### src/rtl/transmitter_pkg.sv
`default_nettype none
// ============================================================================
// Module      : transmitter_pkg
// Description : Shared types and constants for the transmitter channel path:
//               serializer state encoding, channel select codes and UART
//               framing levels.
// Revision    : 1.0 - initial release
// ============================================================================
package transmitter_pkg;

   // Serializer sequencing states
   typedef enum logic [2:0] {
      IDLE      = 3'd0,
      SELECT    = 3'd1,
      START_BIT = 3'd2,
      DATA      = 3'd3,
      STOP      = 3'd4
   } state_e;

   // Channel select codes driven to the muxer
   localparam logic [3:0] CH_NONE  = 4'h0;
   localparam logic [3:0] CH_FIRST = 4'h1;

   // UART framing
   localparam logic START_LVL = 1'b0;
   localparam logic STOP_LVL  = 1'b1;
   localparam int   DATA_BITS = 8;

   // True for the states that put a timed bit on the line
   function automatic logic is_bit_state(input state_e s);
      return (s == START_BIT) || (s == DATA) || (s == STOP);
   endfunction

endpackage
`default_nettype wire

### src/rtl/channel_serializer_bit_timer.sv
`default_nettype none
// ============================================================================
// Module      : bit_timer
// Description : Baud counter for the serial line. Counts 0..CLKS_PER_BIT-1
//               while enabled and raises tick on the last cycle of each bit.
//               Held at zero whenever disabled so every bit period starts
//               aligned to the enable.
// Revision    : 1.0 - initial release
// ============================================================================
module bit_timer #(
   parameter int CLKS_PER_BIT = 16
) (
   input  logic clk,
   input  logic arst,
   input  logic en,
   output logic tick
);

   localparam int CNT_W = $clog2(CLKS_PER_BIT + 1);
   localparam logic [CNT_W-1:0] c_LAST = CNT_W'(CLKS_PER_BIT - 1);

   logic [CNT_W-1:0] cnt_q;

   // Free-running baud counter, cleared while the line is not being timed
   always_ff @(posedge clk or posedge arst) begin
      if (arst) begin
         cnt_q <= '0;
      end else if (!en) begin
         cnt_q <= '0;
      end else if (cnt_q == c_LAST) begin
         cnt_q <= '0;
      end else begin
         cnt_q <= cnt_q + CNT_W'(1);
      end
   end

   // With CLKS_PER_BIT=1 the counter stays at zero and tick follows en
   assign tick = en && (cnt_q == c_LAST);

endmodule
`default_nettype wire

### src/rtl/channel_serializer.sv
`default_nettype none
// ============================================================================
// Module      : channel_serializer
// Description : Steps the muxer channel select through 1..NUM_CH, captures
//               the byte returned for each channel and sends it as a UART
//               frame (start, 8 data bits LSB first, stop). One start request
//               sends one byte per channel, back to back, then pulses done.
// Revision    : 1.0 - initial release
// ============================================================================
module channel_serializer
   import transmitter_pkg::*;
#(
   parameter int CLKS_PER_BIT = 16,
   parameter int NUM_CH       = 3,
   parameter int MUX_LAT      = 2
) (
   input  logic       clk,
   input  logic       arst,
   input  logic       start,
   output logic [3:0] channel,
   input  logic [7:0] mux_data,
   output logic       tx,
   output logic       busy,
   output logic       done
);

   // Select wait counter sized for 0..MUX_LAT-1
   localparam int LAT_W = (MUX_LAT > 1) ? $clog2(MUX_LAT) : 1;
   localparam logic [LAT_W-1:0] c_LAT_LAST = LAT_W'(MUX_LAT - 1);
   localparam logic [3:0]       c_NUM_CH   = 4'(NUM_CH);
   localparam logic [2:0]       c_BIT_LAST = 3'(DATA_BITS - 1);

   state_e           state_q, state_d;
   logic [3:0]       ch_cnt_q, ch_cnt_d;
   logic [3:0]       channel_q, channel_d;
   logic [LAT_W-1:0] lat_q, lat_d;
   logic [7:0]       shift_q, shift_d;
   logic [2:0]       bit_cnt_q, bit_cnt_d;
   logic             tx_q, tx_d;
   logic             busy_q, busy_d;
   logic             done_q, done_d;

   logic             w_timer_en;
   logic             w_tick;

   // The baud counter only runs while a start, data or stop bit is on the line
   assign w_timer_en = is_bit_state(state_q);

   bit_timer #(
      .CLKS_PER_BIT (CLKS_PER_BIT)
   ) u_bit_timer (
      .clk  (clk),
      .arst (arst),
      .en   (w_timer_en),
      .tick (w_tick)
   );

   // State and output registers; reset forces the line idle immediately
   always_ff @(posedge clk or posedge arst) begin
      if (arst) begin
         state_q   <= IDLE;
         ch_cnt_q  <= '0;
         channel_q <= CH_NONE;
         lat_q     <= '0;
         shift_q   <= '0;
         bit_cnt_q <= '0;
         tx_q      <= STOP_LVL;
         busy_q    <= 1'b0;
         done_q    <= 1'b0;
      end else begin
         state_q   <= state_d;
         ch_cnt_q  <= ch_cnt_d;
         channel_q <= channel_d;
         lat_q     <= lat_d;
         shift_q   <= shift_d;
         bit_cnt_q <= bit_cnt_d;
         tx_q      <= tx_d;
         busy_q    <= busy_d;
         done_q    <= done_d;
      end
   end

   // Next-state and next-output logic; outputs are computed one cycle ahead
   always_comb begin
      state_d   = state_q;
      ch_cnt_d  = ch_cnt_q;
      channel_d = channel_q;
      lat_d     = '0;
      shift_d   = shift_q;
      bit_cnt_d = bit_cnt_q;
      tx_d      = tx_q;
      busy_d    = busy_q;
      done_d    = 1'b0;

      case (state_q)
         IDLE: begin
            tx_d      = STOP_LVL;
            channel_d = CH_NONE;
            if (start) begin
               ch_cnt_d  = CH_FIRST;
               channel_d = CH_FIRST;
               busy_d    = 1'b1;
               state_d   = SELECT;
            end
         end

         SELECT: begin
            // Give the muxer MUX_LAT cycles to present the new channel's byte
            if (lat_q == c_LAT_LAST) begin
               shift_d = mux_data;
               tx_d    = START_LVL;
               state_d = START_BIT;
            end else begin
               lat_d = lat_q + LAT_W'(1);
            end
         end

         START_BIT: begin
            if (w_tick) begin
               tx_d      = shift_q[0];
               shift_d   = {1'b0, shift_q[7:1]};
               bit_cnt_d = '0;
               state_d   = DATA;
            end
         end

         DATA: begin
            if (w_tick) begin
               if (bit_cnt_q == c_BIT_LAST) begin
                  tx_d    = STOP_LVL;
                  state_d = STOP;
               end else begin
                  tx_d      = shift_q[0];
                  shift_d   = {1'b0, shift_q[7:1]};
                  bit_cnt_d = bit_cnt_q + 3'd1;
               end
            end
         end

         STOP: begin
            if (w_tick) begin
               if (ch_cnt_q < c_NUM_CH) begin
                  // Next channel follows with the line still high
                  ch_cnt_d  = ch_cnt_q + 4'd1;
                  channel_d = ch_cnt_q + 4'd1;
                  state_d   = SELECT;
               end else begin
                  channel_d = CH_NONE;
                  busy_d    = 1'b0;
                  done_d    = 1'b1;
                  state_d   = IDLE;
               end
            end
         end

         default: begin
            state_d   = IDLE;
            tx_d      = STOP_LVL;
            channel_d = CH_NONE;
            busy_d    = 1'b0;
         end
      endcase
   end

   assign channel = channel_q;
   assign tx      = tx_q;
   assign busy    = busy_q;
   assign done    = done_q;

endmodule
`default_nettype wire

### config.mk
export PLATFORM = sky130hd
export DESIGN_NAME = channel_serializer
export DESIGN_NICKNAME = d
export VERILOG_FILES = /design/src/rtl/transmitter_pkg.sv /design/src/rtl/channel_serializer_bit_timer.sv /design/src/rtl/channel_serializer.sv
export SDC_FILE = /design/constraint.sdc
export NUM_CORES = 1
export LEC_CHECK = 0
export ABC_AREA = 1
export CORE_ASPECT_RATIO = 1.75
export CORE_MARGIN = 1
export CORE_UTILIZATION = 40
export DETAILED_ROUTE_END_ITERATION = 7
export PLACE_DENSITY = 0.7
export SLEW_MARGIN = 40
export SYNTH_ARGS = -nofsm -noshare
export SYNTH_HDL_FRONTEND = slang
export SYNTH_SLANG_ARGS = --single-unit
### constraint.sdc
create_clock -name clk -period 1.3 [get_ports clk]
set_input_delay 0.26 -clock clk [delete_from_list [all_inputs] [get_ports clk]]
set_output_delay 0.26 -clock clk [all_outputs]
set_load 0.02 [all_outputs]
==> results of run 1 <==
[worst max-delay path, delay by kind of cell (launching register included)]
family / cells / cell delay (ns)
buffers and inverters: 2 / 0.24
flip-flops: 1 / 0.48
AND/OR/NAND/NOR: 2 / 0.22
AO/OA/AOI/OAI: 2 / 0.33
[metal layers]
layer / track usage / up-vias
li1: - / 708
met3: 0.03480 / 12
met4: 0.1283 / 0
met5: 0 / -
met1: 0.1942 / 677
met2: 0.3662 / 28
[layout make-up]
| class | count | area, um^2 |
|---|---|---|
| Multi-Input combinational cell | 140 | 830.8 |
| Timing Repair Buffer | 51 | 440.4 |
| Sequential cell | 31 | 779.5 |
| Clock inverter | 2 | 35.03 |
| Tap cell | 46 | 57.56 |
| Fill cell | 286 | 1279 |
| Inverter | 22 | 87.58 |
| Clock buffer | 6 | 82.58 |
[repair_timing]
item	in CTS	in global routing
buffers inserted	7	1
pin swaps	16	13
endpoints found under the setup margin	29	28
endpoints found under the hold margin	0	0
gates resized for setup	47	19
[registers in the layout, summed over array words and instances (netlist names)]
register and count:
shift_q 8, state_q 3, lat_q 1, channel 4
bit_cnt_q 3, u_bit_timer.cnt_q 5, busy 1, done 1
tx 1, ch_cnt_q 4
[report_power, final]
group | switching (W) | internal [W] | leakage, nW
clock network | 0.000367 | 0.000620 | 0.0612
registers | 0.000209 | 0.00124 | 0.406
logic | 0.00140 | 0.00104 | 0.746
total | 0.00198 | 0.00290 | 1.21
[metrics by stage]
stage                     setup slack, ns  hold WS [ns]  TNS (ns)    util
after floorplan                  -0.04267        0.3628   -0.4549       -
after global placement            -0.1537        0.4532    -1.986  0.5392
after detailed placement          -0.1858        0.4601    -2.387  0.5392
after CTS                        -0.03965        0.3153   -0.2977  0.6214
after global routing              -0.1983        0.3434    -3.523  0.6440
final                            -0.09325        0.3083    -1.531  0.6440
[cell families (layout without fill, tap and decap cells)]
kind of cell,after synthesis,after routing
AOI/OAI and AO/OA,11,11
xor gates and xnor gates,2,2
adders and majority gates,4,4
buffers and inverters,23,81
DFF,31,31
and+or+nand+nor,123,123
[path summary, 6_finish.rpt]
check	endpoint	slack [ns]	cells past startpoint
min in group clk	shift_q[0]$_DFFE_PP0P_	0.48	2
worst max-delay path	busy$_DFFE_PP0P_	-0.09	6
worst min register to register	shift_q[0]$_DFFE_PP0P_	0.48	2
max in group asynchronous	tx$_DFFE_PP1P_	0.75	3
worst max register to register	busy$_DFFE_PP0P_	-0.09	6
worst min-delay path	ch_cnt_q[0]$_DFFE_PP0P_	0.31	3
[cell usage in the layout, fill, tap and decap left out, types with 3 or more instances in the layout]
master           instances
nor2_4                   6
o21ai_0                  4
buf_6                    4
dfrtp_1                 28
nand2_2                 10
nand3_1                  5
inv_2                    5
nor2_1                  16
nand2_1                 70
clkdlybuf4s50_1         10
dlygate4sd2_1            6
clkbuf_8                 6
nand3_2                  3
nand2_4                  8
buf_4                   29
inv_1                   16
==> flow_metrics.env, run 1 <==
export IMPL_ys_types=22
export IMPL_syn2layout_area_growth_pct=53.83
export IMPL_drv_cap=0
export IMPL_cp_arrival_ns=1.55
export IMPL_r2r_start="state_q[0]$_DFFE_PP0P_"
export IMPL_wl_met2_um=2039
export IMPL_period_share=1.072
export IMPL_drive_above_1_share=0.3532
export IMPL_vias=1425
export IMPL_synth_most_common_cell="nand2_1"
export IMPL_vias_per_cell=4.782
export IMPL_max_slew_worst_pin_slew_ns=0.2465
export IMPL_status="finished with violations"
export IMPL_synth_fa_ha_area_frac=0.03328
export IMPL_numCtsBuffers=5
export IMPL_powerDensity_nw_per_um2=2111
export IMPL_first_pass_iters=4
export IMPL_cp_slowest_cell="dfrtp_1"
export IMPL_max_freq_mhz=717.7
export IMPL_top_layer="met4"
export IMPL_die_h_um=83.12
export IMPL_grt_pass1_wl_um=6016
export IMPL_synth_simple_gate_area_frac=0.3361
export IMPL_drtIter0Drc=17
export IMPL_num_io_pins=18
export IMPL_crit_chain="inv_1 > nand2_1 > nor2_4 > buf_4 > a21oi_4 > a21boi_0"
export IMPL_cts_root_buf="clkbuf_8"
export IMPL_grt_max_degree=32
export IMPL_diodes=0
export IMPL_antenna_found_initial=0
export IMPL_grt_pass1_vias=1401
export IMPL_cts_sinks=31
export IMPL_design_core_area_um2=3592
export IMPL_wl_per_cell_um=12.08
export IMPL_drv_slew=0
export IMPL_post_route_min_period_ns=1.393
export IMPL_overflow=0
export IMPL_yosys_top_cells_count="nand2_1 (86), dfrtp_1 (30), nor2_1 (20)"
export IMPL_synth_top_cell_area_share=0.4992
export IMPL_path_max_fanout=6
export IMPL_rsz0062_at_grt="yes"
export IMPL_synth_ff_type="dfrtp_1"
export IMPL_violations="setup timing"
export IMPL_path_class="reg -> reg"
export IMPL_ys_ff_latch=31
export IMPL_yosysSeqAreaShare=0.5166
export IMPL_h_tree_depth=2
export IMPL_track_usage=0.1975
export IMPL_fp_row_count=29
export IMPL_dpl_hpwl_um=2360
export IMPL_portBuffers=17
export IMPL_setup_viol=23
export IMPL_syn_area_um2=1504
export IMPL_clock_latency_ns=0.28
export IMPL_finalWirelength_um=3599
export IMPL_required_ns=1.45
export IMPL_ir_worst_vdd_mv=1.337
export IMPL_wl_met3_um=100
export IMPL_finClkSkew_ns=0.002923
export IMPL_die_area_um2=4019
export IMPL_setup_ws_ns=-0.09325
export IMPL_synth_mux_area_frac=0
export IMPL_place_inst=282
export IMPL_initial_core_util=0.4187
export IMPL_drt_met1_wl_um=1349
export IMPL_final_hold_viol_count=0
export IMPL_ys_warn_count=0
export IMPL_clk_pin_slew_ns=0.07
export IMPL_ctsHoldBuffers=0
export IMPL_final_area_um2=2313
export IMPL_cts_buffer_depth=2
export IMPL_cts_tree="yes"
export IMPL_final_cells=298
export IMPL_finalPower_w=0.004884
export IMPL_synth_edf_count=0
export IMPL_slowest_delay_ns=0.48
export IMPL_power_leakage_nw=1.214
export IMPL_synth_xor_area_share=0.01165
export IMPL_yosys_top_cells_area="dfrtp_1 (50%), nand2_1 (21%), nor2_1 (5.0%)"
export IMPL_place_area_um2=1937
export IMPL_syn_inst=194
export IMPL_synth_largest_area_cell="dfrtp_1"
export IMPL_place_gp_congestion=0.8533
export IMPL_slew_headroom=0.8356
export IMPL_end_kind="flop"
export IMPL_final_nets=266
export IMPL_synth_top_family_by_area="simple AND/OR/NAND/NOR gates"
export IMPL_die_w_um=48.35
export IMPL_postSynthAreaPerCell_um2=7.752
export IMPL_syn_nets=209
export IMPL_synth_compound_area_frac=0.04243
export IMPL_drc=0
export IMPL_ys_async_sr_fraction=1.000
export IMPL_cp_start_kind="flop"
export IMPL_ant_nets=0
export IMPL_crit_start="state_q[0]$_DFFE_PP0P_"
export IMPL_hold_class="in -> async"
No activity file was read; power rests on OpenSTA's default activity.
==> run 2, diff against run 1 <==
Settings changed: GPL_ROUTABILITY_DRIVEN set to 0.
==> results of run 2 <==
No change in the layout: final DEF, timing and power equal those of run 1.
==> RTL change 1 (config.mk and constraints of run 2) <==
Make the reset (`arst`) synchronous in 2 clocked blocks.
--- a/src/rtl/channel_serializer_bit_timer.sv
+++ b/src/rtl/channel_serializer_bit_timer.sv
@@ -24,3 +24,3 @@
    // Free-running baud counter, cleared while the line is not being timed
-   always_ff @(posedge clk or posedge arst) begin
+   always_ff @(posedge clk) begin
       if (arst) begin
--- a/src/rtl/channel_serializer.sv
+++ b/src/rtl/channel_serializer.sv
@@ -58,3 +58,3 @@
    // State and output registers; reset forces the line idle immediately
-   always_ff @(posedge clk or posedge arst) begin
+   always_ff @(posedge clk) begin
       if (arst) begin
Function: differs if arst is asserted again (counterexample within 4 cycles, from zero or initial values and one cycle with arst high); with arst held inactive, the same outputs for 10 cycles.
==> RTL change 1 against run 2 <==
The run still ends with setup timing left. Global-route usage grew 0.28 points. Sequential cell count is the same. Synthesized cell count grew 8.8%. Sequential share of layout area shrank 4.3 points. Synthesized area shrank 4.8%. Via count grew 1.1%. Worst setup slack lost 0.024 ns. First-iteration DRC count grew 41%. Routed wire length shrank 5.0%. Cell area shrank 7.2%. Total power shrank 19%. Critical path type unchanged. Critical endpoint is now ch_cnt_q[0]. Largest power group unchanged.
==> RTL change 1: results <==
set metrics [dict create \
    avgSynthCellArea_sq_um 6.784 \
    async_flop_share_pct 0 \
    path_clk_slew_ns 0.07 \
    met3_usage_pct 4.000 \
    tns_ns -1.614 \
    worst_r2r_endpoint "ch_cnt_q[0]" \
    fin_cells 306 \
    ys_top_cells_by_count "nand2_1, nor2_1, dfxtp_1" \
    fin_ws_ns -0.1177 \
    violations "setup timing" \
    ys_seq_area_share_pct 43.36 \
    synth_top_cell_area_share_pct 43.36 \
    r2r_start "u_bit_timer.cnt_q[0]" \
    vias 1440 \
    wl_met2_um 1967 \
    grt.total_usage_pct 20.03 \
    yosys_most_used_dff "dfxtp_1" \
    grt_pass1_wl_um 5478 \
    leakage_nw 0.9793 \
    hp-class "flip-flop to flip-flop" \
    grtUsageMet2_pct 36.44 \
    place_inst 293 \
    critPathArrivalTime_ns 1.64 \
    fill_cells 307 \
    sequentialPowerShare_pct 32.0 \
    drive_gt1_share_pct 35.63 \
    dr_wl_met3_um 84 \
    finish.utilization_pct 63.18 \
    crit_fanout 4 \
    peakVddDrop_v 0.001074 \
    comb-power_mw 1.86 \
    combPwrFrac_pct 46.9 \
    place_ws_ns -0.2012 \
    detail_route.iter0.violations 24 \
    grtUsageMet1_pct 19.02 \
    holdPathStages 1 \
    wl_met1_um 1243 \
    endpoint "ch_cnt_q[0]" \
    switchingPower_mw 1.578 \
    synth_area_leaders "dfxtp_1, nand2_1, nor2_1" \
    hpwl_um 2277 \
    slew_headroom_pct 84.20 \
    post_drt_wl_per_cell_um 11.18 \
    fin_worst_skew_ns 0.009831 \
    layout.nets 276 \
    outcome "finished with violations" \
    finalSetupViolCount 27 \
    grt_max_degree 14 \
    synth_nets 227 \
    place_area_sq_um 1832 \
    synth.distinct_cells 18 \
]
RTL change 1: cell count changes in the layout (fill, tap and decap cells not counted), sizes merged, moves of 5 or more:
cell,run 2,this run
dfrtp,30,0
o21ai,6,12
nand2,88,71
dfxtp,0,31
nor2,24,46
a21oi,3,8
buf,35,27
RTL change 1: cell families (layout without fill, tap and decap cells):
logic type | count (synthesis) | after routing | share of synthesized area (%)
compound gates | 20 | 20 | 7.255
simple gates | 128 | 129 | 36.36
fa+ha+maj | 5 | 5 | 4.371
xor+xnor | 1 | 1 | 0.6120
flops | 31 | 31 | 43.36
buf+inv | 26 | 75 | 8.042
RTL change 1: how the worst min path moves through the flow:
stage / startpoint / endpoint / slack [ns]
final: lat_q / lat_q / 0.42
after global routing: lat_q / lat_q / 0.43
after CTS: lat_q / lat_q / 0.43
after detailed placement: lat_q / lat_q / 0.42
after global placement: lat_q / lat_q / 0.41
after floorplan: arst / channel[0] / 0.33
RTL change 1: critical path, stage by stage (launching register included):
cell     delay (ns)
dfxtp_2        0.34
ha_4           0.16
nand2_4        0.06
nor2_4         0.04
ha_4           0.18
o21ai_1        0.13
inv_1          0.06
nand2_1        0.07
inv_2          0.06
nand2_2        0.08
nand2_1        0.05
a21oi_1        0.13
RTL change 1: repair_timing:
action                                 CTS  global route
cloned                                   1             0
endpoints found under the hold margin    0             0
gates resized for setup                 42            18
pin swaps                               16             6
buffers inserted                         2             2
setup endpoints to repair               37            29
RTL change 1: area by class of cell:
| class | instances | area share, % |
|---|---|---|
| well taps | 45 | 2.622 |
| inverters | 23 | 4.371 |
| repair buffers | 44 | 16.96 |
| flip-flops and latches | 31 | 29.43 |
| clock buffers | 8 | 4.662 |
| multi-input cells | 155 | 41.96 |
==> RTL change 2 (settings of run 2) <==
Without the edit above. `CLKS_PER_BIT` is set to 16 in 2 places; all go to 8.
--- a/src/rtl/channel_serializer_bit_timer.sv
+++ b/src/rtl/channel_serializer_bit_timer.sv
@@ -10,3 +10,3 @@
 module bit_timer #(
-   parameter int CLKS_PER_BIT = 16
+   parameter int CLKS_PER_BIT = 8
 ) (
--- a/src/rtl/channel_serializer.sv
+++ b/src/rtl/channel_serializer.sv
@@ -12,3 +12,3 @@
 #(
-   parameter int CLKS_PER_BIT = 16,
+   parameter int CLKS_PER_BIT = 8,
    parameter int NUM_CH       = 3,
Formal check against the unedited RTL: no difference found for any inputs over 10 cycles, from zero or initial values and one cycle with arst high; that may be too few to reach the edited logic, so the function may still have changed.
==> RTL change 2 against run 2 <==
Largest cell class unchanged. Synthesized cell count is 5.2% lower. Sequential cell count is 1 lower. Cell area is 0.32% lower. The flow still finishes with violations (setup timing). Critical path depth is 1 higher. Sequential share of layout area is 0.92 points lower. Non-clock buffer count is 1 higher. Routed wire length is 1.1% lower. Maximum frequency is 0.93% higher. Worst setup slack better by 0.013 ns. Synthesized area is 3.2% higher. Final cell count is 3.4% lower. Critical path type unchanged.
Power is not compared: it rests on default switching activity, and its combinational part moved more than twofold at a synthesized area within 25%.
==> RTL change 2: results <==
set metrics [dict create \
    outcome "finished with violations" \
    violations "setup timing" \
    fin_ws_ns -0.08039 \
    hp-class "input pin to async pin" \
    post_drt_wl_per_cell_um 12.36 \
    fill_cells 302 \
    endpoint "shift_q[1]" \
    netlist_instances 184 \
    dr_wl_met3_um 98 \
    top_layer_used "met4" \
    grt_pass1_wl_um 5727 \
    grt.total_usage_pct 18.40 \
    met3_usage_pct 4.167 \
    ys_top_cells_by_count "nand2_1, dfrtp_1, inv_1" \
    tns_ns -0.6550 \
    fin_worst_skew_ns 0.01085 \
    grtUsageMet1_pct 17.54 \
    grt_pass1_vias 1349 \
    finalSetupViolCount 14 \
    grt_max_degree 31 \
    fin_cells 288 \
    leakage_nw 1.139 \
    hpwl_um 2289 \
    wl_met1_um 1280 \
    place_inst 268 \
    wl_met2_um 2025 \
    vias 1414 \
    grtUsageMet2_pct 33.25 \
    r2r_cells 7 \
    layout.nets 256 \
    critPathArrivalTime_ns 1.54 \
    ctsResizeCount 30 \
    postCtsSetupBuffers 4 \
    detail_route.iter0.violations 25 \
    place_ws_ns -0.2109 \
    r2r_start "bit_cnt_q[1]" \
    place_area_sq_um 1968 \
    drive_gt1_share_pct 39.67 \
    crit_fanout 7 \
    tightest_slew_ns 0.2399 \
    ys_seq_area_share_pct 48.47 \
    drt-pass1-iter-count 4 \
    switching_share_pct 20.34 \
    synth.distinct_cells 24 \
    holdWs_ns 0.3068 \
    synth_area_leaders "dfrtp_1, nand2_1, inv_1" \
    synth_nets 199 \
]
[RTL change 2: changes by cell type in the layout (fill, tap and decap cells not counted), sizes merged, moves of 3 or more]
| cell | before | now |
|---|---|---|
| nand2 | 88 | 56 |
| o21ai | 6 | 20 |
| clkbuf | 6 | 10 |
| nand3 | 8 | 11 |
| nor3 | 0 | 3 |
| nor3b | 0 | 3 |
[RTL change 2: worst min path at each step]
stage | startpoint | endpoint
finish | arst | channel[2]
global route | arst | shift_q[2]
floorplan | arst | bit_cnt_q[0]
CTS | arst | shift_q[2]
detailed placement | channel[0] | channel[0]
global placement | busy | busy
[RTL change 2: kinds of logic after synthesis]
logic type                 after synthesis  synth area share, %
DFF                                     30                48.47
AOI/OAI and AO/OA                       26                10.32
and+or+nand+nor                         97                30.00
buffers and inverters                   27                7.984
adders and majority gates                4                3.226
[RTL change 2: area by class of cell]
cell class,count,area [sq um],share of cell area (%)
inverter,24,96.34,4.178
multi-input combinational,128,835.8,36.25
clock buffer,8,90.09,3.907
tap,46,57.56,2.496
timing repair buffer,52,470.5,20.40
sequential,30,755.7,32.77
[RTL change 2: worst max-delay path, stage by stage, from the launching register on]
cell and delay [ns]:
dfrtp_1 0.38, ha_2 0.20, ha_4 0.18, nand2_4 0.07, nand2_4 0.06, nor2_4 0.15
clkbuf_16 0.18, o21ai_2 0.05
[RTL change 2: power by group through the flow]
stage	logic (mW)	clock network (mW)	registers (mW)
2_1_floorplan	0.0268	0	0.964
3_3_place_gp	0.0770	0	0.962
6_report	0.0758	0.752	0.946
4_1_cts	0.0769	0.776	0.946
5_1_grt	0.0861	0.824	0.946
3_5_place_dp	0.0769	0	0.963
